===== config.mk =====
export PLATFORM = sky130hd
export DESIGN_NAME = rs_issue_arbiter
export DESIGN_NICKNAME = d
export VERILOG_FILES = /design/src/rtl/rs_issue_arbiter.sv
export SDC_FILE = /design/constraint.sdc
export NUM_CORES = 1
export LEC_CHECK = 0
export ABC_AREA = 1
export CORE_AREA = 2 2 144 146
export DETAILED_ROUTE_END_ITERATION = 8
export DIE_AREA = 0 0 146 148
export MAX_ROUTING_LAYER = met4
export PLACE_DENSITY = 0.71
export SLEW_MARGIN = 20
export SYNTH_ARGS = -nofsm -noshare
export SYNTH_HDL_FRONTEND = slang
export SYNTH_SLANG_ARGS = --single-unit

===== constraint.sdc =====
create_clock -name clk_in -period 2.1 [get_ports clk_in]
set_input_delay 0.21 -clock clk_in [delete_from_list [all_inputs] [get_ports clk_in]]
set_output_delay 0.21 -clock clk_in [all_outputs]
set_load 0.03 [all_outputs]

===== src/rtl/rs_issue_arbiter.sv =====
// Round-robin issue arbiter: grants one reservation station per cycle into a one-entry FU issue
// register and tracks in-flight ops. Optional stall counter under `RS_ARB_STALL_CNT_EN`.
module rs_issue_arbiter #(
  parameter int unsigned NUM_RS       = 4,
  parameter int unsigned DATA_W       = 32,
  parameter int unsigned OP_W         = 4,
  parameter int unsigned ROB_W        = 3,
  parameter int unsigned MAX_INFLIGHT = 2,
  localparam int unsigned SRC_W       = $clog2(NUM_RS),
  localparam int unsigned CNT_W       = $clog2(MAX_INFLIGHT + 1)
) (
  input  logic                     clk_in,
  input  logic                     rst_in,
  input  logic [NUM_RS-1:0]        rs_valid_in,
  input  logic [NUM_RS*DATA_W-1:0] rs_rval1_in,
  input  logic [NUM_RS*DATA_W-1:0] rs_rval2_in,
  input  logic [NUM_RS*OP_W-1:0]   rs_opcode_in,
  input  logic [NUM_RS*ROB_W-1:0]  rs_rob_idx_in,
  output logic [NUM_RS-1:0]        rs_fu_busy_out,
  input  logic                     fu_ready_in,
  input  logic                     fu_done_in,
  input  logic                     flush_in,
  output logic                     fu_valid_out,
  output logic [DATA_W-1:0]        fu_rval1_out,
  output logic [DATA_W-1:0]        fu_rval2_out,
  output logic [OP_W-1:0]          fu_opcode_out,
  output logic [ROB_W-1:0]         fu_rob_idx_out,
  output logic [SRC_W-1:0]         fu_src_out,
  output logic [CNT_W-1:0]         inflight_out
`ifdef RS_ARB_STALL_CNT_EN
  ,
  output logic [15:0]              stall_cycles_out
`endif
);

  logic [SRC_W-1:0]  r_ptr;
  logic [CNT_W-1:0]  r_occ;
  logic              r_fu_valid;
  logic [DATA_W-1:0] r_rval1;
  logic [DATA_W-1:0] r_rval2;
  logic [OP_W-1:0]   r_opcode;
  logic [ROB_W-1:0]  r_rob_idx;
  logic [SRC_W-1:0]  r_src;

  logic              w_can_grant;
  logic              w_any;
  logic              w_grant;
  logic              w_dec;
  logic [SRC_W-1:0]  w_g;
  logic [SRC_W-1:0]  w_ptr_nxt;
  logic [NUM_RS-1:0] w_busy;
  logic [DATA_W-1:0] w_rval1;
  logic [DATA_W-1:0] w_rval2;
  logic [OP_W-1:0]   w_opcode;
  logic [ROB_W-1:0]  w_rob_idx;

  // Station index k positions above base, modulo NUM_RS (base and k are both below NUM_RS).
  function automatic logic [SRC_W-1:0] rr_idx(input logic [SRC_W-1:0] base,
                                               input int unsigned k);
    int unsigned s;
    s = 32'(base) + k;
    if (s >= NUM_RS) s = s - NUM_RS;
    return SRC_W'(s);
  endfunction

  // Capacity uses the registered occupancy, so a done in this cycle frees a slot only next cycle.
  assign w_can_grant = !rst_in && !flush_in && (32'(r_occ) < MAX_INFLIGHT) &&
                       (!r_fu_valid || fu_ready_in);

  always_comb begin
    w_any = 1'b0;
    w_g   = '0;
    for (int unsigned k = 0; k < NUM_RS; k++) begin
      if (!w_any && rs_valid_in[rr_idx(r_ptr, k)]) begin
        w_any = 1'b1;
        w_g   = rr_idx(r_ptr, k);
      end
    end
  end

  assign w_grant   = w_can_grant && w_any;
  assign w_dec     = fu_done_in && (r_occ != '0);
  assign w_ptr_nxt = (w_g == SRC_W'(NUM_RS - 1)) ? '0 : w_g + SRC_W'(1);

  always_comb begin
    w_busy = '1;
    for (int unsigned i = 0; i < NUM_RS; i++) begin
      w_busy[i] = !(w_grant && (w_g == SRC_W'(i)));
    end
  end

  assign w_rval1   = rs_rval1_in[32'(w_g)*DATA_W +: DATA_W];
  assign w_rval2   = rs_rval2_in[32'(w_g)*DATA_W +: DATA_W];
  assign w_opcode  = rs_opcode_in[32'(w_g)*OP_W +: OP_W];
  assign w_rob_idx = rs_rob_idx_in[32'(w_g)*ROB_W +: ROB_W];

  always_ff @(posedge clk_in) begin
    if (rst_in) begin
      r_ptr      <= '0;
      r_occ      <= '0;
      r_fu_valid <= 1'b0;
      r_rval1    <= '0;
      r_rval2    <= '0;
      r_opcode   <= '0;
      r_rob_idx  <= '0;
      r_src      <= '0;
    end else if (flush_in) begin
      r_fu_valid <= 1'b0;
      r_occ      <= '0;
    end else begin
      if (w_grant) begin
        r_fu_valid <= 1'b1;
        r_rval1    <= w_rval1;
        r_rval2    <= w_rval2;
        r_opcode   <= w_opcode;
        r_rob_idx  <= w_rob_idx;
        r_src      <= w_g;
        r_ptr      <= w_ptr_nxt;
      end else if (fu_ready_in) begin
        r_fu_valid <= 1'b0;
      end
      if (w_grant && !w_dec) begin
        r_occ <= r_occ + CNT_W'(1);
      end else if (!w_grant && w_dec) begin
        r_occ <= r_occ - CNT_W'(1);
      end
    end
  end

`ifdef RS_ARB_STALL_CNT_EN
  logic [15:0] r_stall;

  // Counts cycles with a pending request but no grant; flush cycles are not counted.
  always_ff @(posedge clk_in) begin
    if (rst_in) begin
      r_stall <= '0;
    end else if (!flush_in && (|rs_valid_in) && !w_grant && (r_stall != 16'hFFFF)) begin
      r_stall <= r_stall + 16'd1;
    end
  end

  assign stall_cycles_out = r_stall;
`endif

  assign rs_fu_busy_out = w_busy;
  assign fu_valid_out   = r_fu_valid;
  assign fu_rval1_out   = r_rval1;
  assign fu_rval2_out   = r_rval2;
  assign fu_opcode_out  = r_opcode;
  assign fu_rob_idx_out = r_rob_idx;
  assign fu_src_out     = r_src;
  assign inflight_out   = r_occ;

endmodule


==> out/metrics.cfg, run 1 <==
[timing]
post-route-period-util_pct=104
fin_crit_ns=2.17
fin_skew_ns=0.00903
grt_setup_unrepaired=true
worst_slack_ns=-0.0744
setup_viol=69
fmax_mhz=460
fin_hold_ws_ns=0.180
final_hold_viol_count=0
drv_slew=0
worst_pin_slew_ns=0.922
relSlewSlack_pct=38.6

[global_routing]
grt-ovfl-total=0
grt_pass1_vias=8547
grt_max_degree=76
grt_pass1_wl_um=44200
grt_usage_pct=25.7
antenna_found_initial=0

[critical_path]
cp_data_required_time_ns=1.89
crit_type=reg2out
worstPathArrival_ns=1.96
cp-end-kind=output pin
r2r_cells=17
crit_path_max_fanout=16
r2r_start=r_ptr[0]
r2r_end=fu_rob_idx_out[2]
startpoint_type=flip-flop
r2r_slack_ns=-0.06

[pwr]
leakagePower_nw=6.02
power_mw=9.47
power_density_nw_per_um2=765
vdd_drop_max_v=0.000422

[placement]
dp_hpwl_um=20100
portBuffers=372
place.gp.congestion=0.952

[cts]
cts_buffers=9
cts_tree=yes
clock-root-buffer=clkbuf_16
clock-sinks=78
path_clk_slew_ns=0.07
clock_path_buffers=2
clock_latency_ns=0.34
cts_hold_buf=0
htree_num_levels=3

[route]
drc=0
drtAntennaViolNets=0
vias=9307
wl_per_cell_um=16.1
viasPerCell=4.85
first_pass_iters=4
drtIter0Drc=453
wl_um=30800

[final_layout]
final_cell_mix=nand2_1, clkdlybuf4s50_1, nor2_1
antennaDiodeCount=0
layout.cells.most_common=nand2_1
layout-drive-gt1-share_pct=12.5
layout.nets=1937
area_growth_syn_to_layout_pct=85.3

[synthesis]
synth_top_family_by_area=simple AND/OR/NAND/NOR gates
synthXorXnorAreaFrac_pct=0
synth_compound_area_share_pct=1.09
ys_warn_count=0
synth.yosys.seq_area_share_pct=23.4
synth_seq_cells=78
synth_nets=1566
yosys.area_share.adder_pct=0.375
synth_cell_types=27
yosys.area_share.simple_pct=59.3
synth_mux_area_share_pct=0
synth_area_um2=6680
syn_inst=1271
avgSynthCellArea_um2=5.26

[min_path]
hold_path_end=fu_valid_out
hold_class=in2reg
hp-start=rst_in
hold_path_depth=4

[floorplanning]
die_w_um=146
fp-row-count=52
die_h_um=148
pin_count=373
dieArea_um2=21600
core-area_um2=20000
start_util_pct=33.3

[job]
drv_cap=0

[outcome]
status=finished with violations
violations=negative setup slack

==> critical path, stage by stage (launching register included) <==
cell	delay, ns
dfxtp_4	0.36
buf_12	0.15
nand2_4	0.09
nand3_1	0.12
nand2_2	0.13
inv_2	0.06
nand2_2	0.07
nor2_4	0.04
nor2_4	0.15
buf_6	0.22
nand2_1	0.09
buf_6	0.14
==> registers in the layout (all words and copies together), names as in the netlist <==
| register | cells |
|---|---|
| fu_rval1_out | 32 |
| fu_rval2_out | 32 |
| fu_opcode_out | 4 |
| fu_rob_idx_out | 3 |
| fu_src_out | 2 |
| inflight_out | 2 |
| r_ptr | 2 |
| fu_valid_out | 1 |
==> power by group <==
group          internal (mW)  total, mW  switching [mW]
clock network          0.841       1.54           0.697
registers               1.70       1.83           0.123
logic                   2.68       6.11            3.43
total                   5.23       9.47            4.25
==> metrics by stage <==
step | worst slack [ns] | std cells | setup TNS (ns) | utilization (%) | instance area [um^2]
2_1_floorplan | -0.0406 | 1271 | -0.0406 | - | 6690
3_3_place_gp | -0.242 | 1873 | -12.04 | 55.4 | 11100
3_5_place_dp | -0.252 | 1873 | -14.69 | 55.4 | 11100
4_1_cts | -0.0514 | 1895 | -0.142 | 57.7 | 11600
5_1_grt | -0.176 | 1917 | -10.63 | 61.8 | 12400
6_report | -0.0744 | 1917 | -1.96 | 61.8 | 12400
==> layout make-up <==
class                      instances  area, um^2
tap                              270         338
timing repair buffer             460        5060
clock buffer                      10         239
multi-input combinational        935        4520
fill                            1919        7660
inverter                         158         602
clock inverter                     6        46.3
sequential                        78        1570
==> cell usage after synthesis <==
cell	count	share of area [%]
nor2_4	1	0.17
nand4_1	143	13
nand2_1	469	26
inv_2	2	0.11
nor3_1	2	0.15
clkinv_1	1	0.056
inv_1	155	8.7
a211oi_1	1	0.11
o21ai_1	1	0.075
nor2_1	221	12
buf_4	3	0.34
nand2_2	2	0.19
dfxtp_1	78	23
clkbuf_1	34	1.9
a21oi_1	6	0.45
nand3_2	1	0.15
buf_2	58	4.3
nand3_4	2	0.52
nand3_1	76	5.7
o21ai_0	3	0.22
o21a_1	1	0.11
and2_1	1	0.094
buf_6	1	0.17
nor2_2	2	0.19
ha_1	2	0.37
a21boi_1	1	0.11
buf_1	4	0.22
==> worst max-delay path by stage <==
stage,from,endpoint,slack [ns],cells past startpoint
4_1_cts,r_ptr[0],rs_fu_busy_out[0],-0.05,12
3_3_place_gp,rs_valid_in[1],fu_rval1_out[26],-0.24,13
3_5_place_dp,rs_valid_in[1],fu_rval2_out[24],-0.25,16
6_report,r_ptr[0],rs_fu_busy_out[0],-0.07,11
5_1_grt,r_ptr[0],fu_rval2_out[1],-0.18,17
2_1_floorplan,r_ptr[0],inflight_out[1],-0.04,15
==> logic make-up after synthesis <==
group | Yosys count
simple gates | 920
buf+inv | 258
flops | 78
compound gates | 13
fa+ha+maj | 2
==> timing repair <==
action / in CTS / in global routing
gates cloned: 0 / 17
pin swaps: 13 / 61
resized for setup: 47 / 89
buffers inserted: 7 / 5
endpoints found under the setup margin: 68 / 78
==> metal layers <==
layer,vias to the layer above,routed length [um],global-route usage (%)
li1,4710,-,-
met1,4160,13100,31.3
met2,363,14800,42.9
met3,74,1810,3.98
met4,0,1080,10.5
met5,-,0,-
Power figures use the tool's default switching activity.
==> run 2: changes to the inputs <==
--- a/config.mk
+++ b/config.mk
@@ -7,6 +7,7 @@
 export LEC_CHECK = 0
 export ABC_AREA = 1
 export CORE_AREA = 2 2 144 146
+export CTS_CLUSTER_DIAMETER = 40
 export DETAILED_ROUTE_END_ITERATION = 8
 export DIE_AREA = 0 0 146 148
 export MAX_ROUTING_LAYER = met4
==> results of run 2 <==
The final DEF is identical to that of run 1; final timing and power are the same.
